**config.mk**
```make
export PLATFORM = sky130hd
export DESIGN_NAME = sdr_16_rd_capture
export DESIGN_NICKNAME = d
export VERILOG_FILES = /design/src/rtl/sdr_16_rd_capture.sv
export SDC_FILE = /design/constraint.sdc
export NUM_CORES = 1
export LEC_CHECK = 0
export CAP_MARGIN = 20
export CORE_MARGIN = 2
export CORE_UTILIZATION = 43
export CTS_CLUSTER_DIAMETER = 40
export DETAILED_ROUTE_END_ITERATION = 8
export HOLD_SLACK_MARGIN = 0.1
export PLACE_DENSITY = 0.68
export SYNTH_ARGS = -nofsm -noshare
export SYNTH_HDL_FRONTEND = slang
export SYNTH_SLANG_ARGS = --single-unit
```
**constraint.sdc**
```tcl
create_clock -name sdram_clk -period 1.4 [get_ports sdram_clk]
set_input_delay 0.35 -clock sdram_clk [delete_from_list [all_inputs] [get_ports sdram_clk]]
set_output_delay 0.35 -clock sdram_clk [all_outputs]
set_load 0.01 [all_outputs]
```
**src/rtl/sdr_16_rd_capture.sv**
```systemverilog
// Read-data capture for the SDR 16-bit controller. A read tag rides a CAS-latency
// delay line, two DQ beats are paired into one 32-bit egress FIFO write, and errors are sticky.
module sdr_16_rd_capture #(
    parameter int cl     = 2,
    parameter int in_reg = 1
) (
    input  logic        sdram_clk,
    input  logic        sdram_rst,
    input  logic        cmd_read,
    input  logic [0:15] fifo_sel_i,
    input  logic [1:0]  fifo_sel_domain_i,
    input  logic [15:0] dq_i,
    input  logic        fifo_full,
    output logic        fifo_wr,
    output logic [31:0] fifo_dat_o,
    output logic [0:15] fifo_sel_o,
    output logic [1:0]  fifo_sel_domain_o,
    output logic        busy,
    output logic        ovf_err,
    output logic        seq_err,
    input  logic        err_clr
);

    localparam int d = cl + in_reg;

    typedef struct packed {
        logic        valid;
        logic [0:15] sel;
        logic [1:0]  domain;
    } tag_t;

    // tag_line[k] holds the tag of the read issued k+1 cycles ago.
    tag_t        tag_line [0:d];
    logic        cmd_prev;
    logic        accept;
    logic        held_valid;
    logic [15:0] beat0;
    logic [0:15] held_sel;
    logic [1:0]  held_domain;

    // Handshake: a read is taken only when cmd_read was low the cycle before;
    // there is no ready toward the controller, so violations are only flagged.
    assign accept = cmd_read & ~cmd_prev;

    always_ff @(posedge sdram_clk) begin
        if (sdram_rst) begin
            cmd_prev <= 1'b0;
            for (int i = 0; i <= d; i++) begin
                tag_line[i] <= '0;
            end
        end else begin
            cmd_prev    <= cmd_read;
            tag_line[0] <= '{valid: accept, sel: fifo_sel_i, domain: fifo_sel_domain_i};
            for (int i = 1; i <= d; i++) begin
                tag_line[i] <= tag_line[i-1];
            end
        end
    end

    // Beat0 arrives while the tag sits in tag_line[d-1]; beat1 one cycle later.
    always_ff @(posedge sdram_clk) begin
        if (sdram_rst) begin
            held_valid  <= 1'b0;
            beat0       <= '0;
            held_sel    <= '0;
            held_domain <= '0;
        end else begin
            held_valid <= tag_line[d-1].valid;
            if (tag_line[d-1].valid) begin
                beat0       <= dq_i;
                held_sel    <= tag_line[d-1].sel;
                held_domain <= tag_line[d-1].domain;
            end
        end
    end

    always_ff @(posedge sdram_clk) begin
        if (sdram_rst) begin
            fifo_wr           <= 1'b0;
            fifo_dat_o        <= '0;
            fifo_sel_o        <= '0;
            fifo_sel_domain_o <= '0;
        end else begin
            fifo_wr <= held_valid;
            if (held_valid) begin
                fifo_dat_o        <= {beat0, dq_i};
                fifo_sel_o        <= held_sel;
                fifo_sel_domain_o <= held_domain;
            end
        end
    end

    // A new error in the same cycle as err_clr keeps the bit set.
    always_ff @(posedge sdram_clk) begin
        if (sdram_rst) begin
            ovf_err <= 1'b0;
            seq_err <= 1'b0;
        end else begin
            ovf_err <= (fifo_wr & fifo_full) | (ovf_err & ~err_clr);
            seq_err <= (cmd_read & cmd_prev) | (seq_err & ~err_clr);
        end
    end

    always_comb begin
        busy = held_valid | fifo_wr;
        for (int i = 0; i <= d; i++) begin
            busy = busy | tag_line[i].valid;
        end
    end

endmodule
```
==> run metrics, run 1 <==
Hold Vio Cnt, Final=0; worst path cell trace=nor3_2 -> nand2_1 -> buf_2; Layout area overhead=26.7%; total grt overflow=0; DR vias=2910; status=complete, but fails checks; Lkg Pwr=2.40 nW; final core occ=55.7%; clock skew=7.49 ps; Clock power frac=48.9%; sw frac=20.2%; VDD IR max=0.779 mV; Synth Register Bits=146; first-pass GRT wire length=13400 um; syn_area_per_cell=11.7 um^2; GRT Total Usage=14.7%; internal power=7.16 mW; antenna diode count=0; CP Capture Type=output pin; Tcrit/Tclk final=110%; placed inst area=5690 um^2; Hold Crit Class=in2reg; worst skew pair latency=510 ps; # clock sinks=146; Synthesis Warnings=0; DP HPWL=5250 um; nets=540; worst-margin pin slew=642 ps; Detailed Routing Iterations Pass 1=4; commonest non-fill, non-tap cell in the layout=dfxtp_1; initial antenna violation count=0; DIE HEIGHT=109 um; Vias per Instance=4.45; synth unique cells=12; gp weighted congestion=0.708; switching power=1.81 mW; Post-DRT Antenna Nets=0; share of layout cells above drive strength 1=22.4%; final setup margin=-138 ps; WHS=182 ps; postcts setup bufs=0; clock tree buffer depth=2; Ports=93; FF+latch area=2950 um^2; crit-path max cell delay=340 ps; PortBufs=92; Post-Syn Area=4770 um^2; Max Cap Viol=0; CP required=1050 ps; clock slew at reported path FFs=60 ps; slowest CP cell=dfxtp_4; H-tree depth=4; failing checks=setup timing; worst path buffer plus inverter count=1; # setup viols final=1; Routed WL=8220 um; initial drt markers=94; crit path kind=reg2out; Rows=38; Arr. time, crit path=1190 ps; fmax=0.650 GHz; clk root buf=clkbuf_8; Starting Density=44.0%; Slew Viols, Final=0; vias in the first global route=2844; worst-path maximum fanout=2; pin count of the biggest net entering global routing=60; post-route cell area=6040 um^2; crit start category=flip-flop; Die Footprint=12000 um^2; CTS tree=done; Post-Synthesis Cells=409; fillers=976; register share of total power=47.5%; most frequent cells in the layout=dfxtp_1 (125), nor2_1 (85), mux2i_1 (84); WL per Instance=12.6 um; DRC=0; Comb pwr share=3.6%; power density over the cells=1480 nW/um^2; Die Wd=109 um; CTS Buf Count=17; sequential area share after synthesis=61.3%; synthesized net count=448; Core ar.=10800 um^2; area of the multi-input gates=1580 um^2; delay-heaviest family, CP=flip-flops; Slew HR=57.2%; fin crit period=1540 ps; RSZ-0062 raised after global routing=yes
timing repair:
item / in CTS / in global routing
setup endpoints to repair: 54 / 10
pin swaps: 2 / 0
gates cloned: 0 / 0
hold buffers: 0 / 0
gates resized for setup: 236 / 1
endpoints found under the hold margin: 0 / 0
per-layer routing:
layer	wire [um]	track usage (%)	share of wire (%)	vias up
li1	-	-	-	1500
met1	3720	17.3	45	1342
met5	0	0	0	-
met3	371	4.39	4.5	6
met4	76	7.87	0.92	0
met2	4050	24.1	49	62
stage by stage:
step           worst slack, ps  setup TNS [ps]  instances  power (mW)
2_1_floorplan              201               0        409        4.54
5_1_grt                   -210            -216        654        9.33
3_5_place_dp              9.87               0        622        4.69
4_1_cts                   -173            -173        654        9.08
6_report                  -138            -138        654        8.97
3_3_place_gp              6.28               0        622        4.68
worst register-to-register path: cells and delay by family (launching register included):
family                 cells  cell delay [ps]
buffers and inverters      1              520
multiplexers               1              320
flip-flops                 1              330
AND/OR/NAND/NOR            1               60
state kept, by name, indices dropped and copies added, names as in the netlist:
name	flops
cmd_prev	1
tag_line	57
fifo_sel_domain_o	2
fifo_wr	1
beat0	16
held_valid	1
held_domain	2
seq_err	1
fifo_dat_o	32
fifo_sel_o	16
ovf_err	1
held_sel	16
cell families (layout without fill, tap and decap cells):
kind of cell           after synthesis  in the layout  share of synthesized area [%]
AO/OA/AOI/OAI                        2              2                          0.210
AND/OR/NAND/NOR                    151            151                           15.2
flip-flops                         146            146                           61.3
multiplexers                        84             84                           17.6
buffers and inverters               26            131                           5.74
worst paths after layout:
path,cells after the start,endpoint,slack [ps],startpoint
setup / recovery,3,busy,-140,held_valid
hold / removal,2,fifo_dat_o[28],180,sdram_rst
setup reg to reg,3,beat0[5],40,tag_line[0][56]
hold reg to reg,1,tag_line[0][18],410,cmd_prev
final cells by class:
class	instances	area share (%)
clock buffers	21	7.78
multi-input cells	237	26.1
flip-flops and latches	146	48.8
clock inverters	11	2.07
repair buffers	99	12.3
well taps	140	2.90
cell usage after synthesis:
cell        n  share of area, %
buf_6       4              0.94
a21oi_1     2              0.21
nor2_1     85               6.7
nand2_1     3              0.24
nor2b_1    60               7.9
buf_2      13               1.4
nand2b_1    2              0.26
mux2i_1    84                18
buf_12      8               3.4
dfxtp_1   146                61
clkbuf_1    1             0.079
nor3_1      1              0.10
power groups by stage:
stage	clock network (mW)	logic (mW)	registers [mW]
6_report	4.39	0.326	4.26
5_1_grt	4.70	0.355	4.27
4_1_cts	4.49	0.330	4.26
3_5_place_dp	0	0.337	4.35
3_3_place_gp	0	0.333	4.35
2_1_floorplan	0	0.186	4.35
Power figures use the tool's default switching activity.
==> run 2: changes to the inputs <==
CORE_ASPECT_RATIO = 1.1   (was unset)
==> run 2 against run 1 <==
  * The run still ends with setup timing left
  * Via count up 0.96%
  * Sequential share of layout area down 1.9 points
  * Utilization up 1.7 points
  * Largest cell class unchanged
  * Non-clock buffer count unchanged
  * Maximum frequency up 7.5%
==> run metrics, run 2 (synthesized netlist as in run 1, its figures left out) <==
status=complete, but fails checks; failing checks=setup timing; Post-DRT Antenna Nets=0; Die Footprint=12000 um^2; clk root buf=clkbuf_16; final setup TNS=-29.8 ps; CP required=1050 ps; Core ar.=10900 um^2; crit-path max cell delay=320 ps; CTS tree=done; nets=540; GRT Total Usage=14.0%; clock tree buffer depth=2; worst-path maximum fanout=2; worst-margin pin slew=633 ps; Tcrit/Tclk final=102%; Reg2Reg Setup Slack=90 ps; r2r startpoint=tag_line[0][56]; initial drt markers=64; Starting Density=43.9%; H-tree depth=4; WL per Instance=11.8 um; Arr. time, crit path=1080 ps; GRT met2 Usage=22.7%; fillers=960; Largest register FFs=57; pin count of the biggest net entering global routing=63; Detailed Routing Iterations Pass 1=4; dpl ws=-4.73 ps; antenna diode count=0; Routed WL=7820 um; Ports=93; busiest grt layer=met2; Hold Vio Cnt, Final=0; Final Total Pwr=9.24 mW; worst path cell trace=nor3_2 -> nand2_1 -> buf_2; placed insts=629; slowest CP cell=dfxtp_2; crit start category=flip-flop; r2r worst-path depth=3; Vias per Instance=4.45; # setup viols final=1; VDD IR max=0.702 mV; post-route insts no fill=660; gp weighted congestion=0.716; DRC=0; clock skew=6.13 ps; min-delay src=sdram_rst; FF+latch area=2930 um^2; Die Wd=104 um; vias in the first global route=2831; CTS Buf Count=17; initial antenna violation count=0; placed inst area=5680 um^2; Lkg Pwr=2.40 nW; Hold Crit Class=in2reg; WHS=221 ps; Rows=40; DR vias=2938; Max Cap Viol=0; Slew Viols, Final=0; share of layout cells above drive strength 1=10.3%; postcts setup bufs=0; count of hold-fix buffers inserted at cts=0; worst skew pair latency=400 ps; Slew HR=57.8%; CP Capture Type=output pin; power density over the cells=1480 nW/um^2; clock slew at reported path FFs=50 ps; total grt overflow=0; most frequent cells in the layout=dfxtp_1 (144), nor2_1 (85), mux2i_1 (84); DP HPWL=5020 um; RSZ-0062 raised after global routing=yes; PortBufs=92; post-route cell area=6240 um^2; area of the multi-input gates=1580 um^2; biggest regs=tag_line x57, fifo_dat_o x32; first-pass GRT wire length=13100 um; largest register by flop count=tag_line; crit path from=tag_line[0][56]; # clock sinks=146; final setup margin=-29.8 ps; fin crit period=1430 ps; met1 Usage GRT=16.3%; final core occ=57.5%; Layout area overhead=30.8%; DIE HEIGHT=114 um; hold depth=2; fmax=0.699 GHz; commonest non-fill, non-tap cell in the layout=dfxtp_1; crit path kind=reg2out; M3 GR Usage=5.75%
==> run 2: changes by cell type in the layout (fill, tap and decap cells not counted), sizes merged <==
cell,before,now
clkdlybuf4s15,0,27
buf,62,9
inv,2,1
dlygate4sd2,0,16
clkbuf,21,28
bufinv,2,4
clkinvlp,2,3
==> run 2: what timing repair did <==
action	in CTS	in global routing
pin swaps	2	0
setup endpoints to repair	54	41
gates resized for setup	64	42
==> run 2: layer usage <==
metal  up-vias  routed length [um]
met5         -                   0
met4         0                 133
met3        12                 418
met2        78                3590
met1      1355                3680
li1       1493                   -
==> run 2: path summary, 6_finish.rpt <==
check,to
min,tag_line[0][38]
min reg2reg,tag_line[0][18]
max reg2reg,held_sel[5]
max,busy
==> run 2: final cells by class <==
type / instances / share of cell area (%)
flip-flops and latches: 146 / 46.9
clock buffers: 18 / 7.04
well taps: 147 / 2.95
clock inverters: 13 / 2.97
repair buffers: 99 / 14.8
multi-input cells: 237 / 25.3
==> run 2: critical path, delay by kind of cell, from the launching register on <==
family	cells	cell delay (ps)
buffers and inverters	1	140
flip-flops	1	320
AND/OR/NAND/NOR	2	220
==> run 2: power breakdown <==
part / internal (mW) / switching (mW) / total (mW)
registers: 4.24 / 0.0223 / 4.26
clock network: 3.02 / 1.64 / 4.66
logic: 0.183 / 0.137 / 0.320
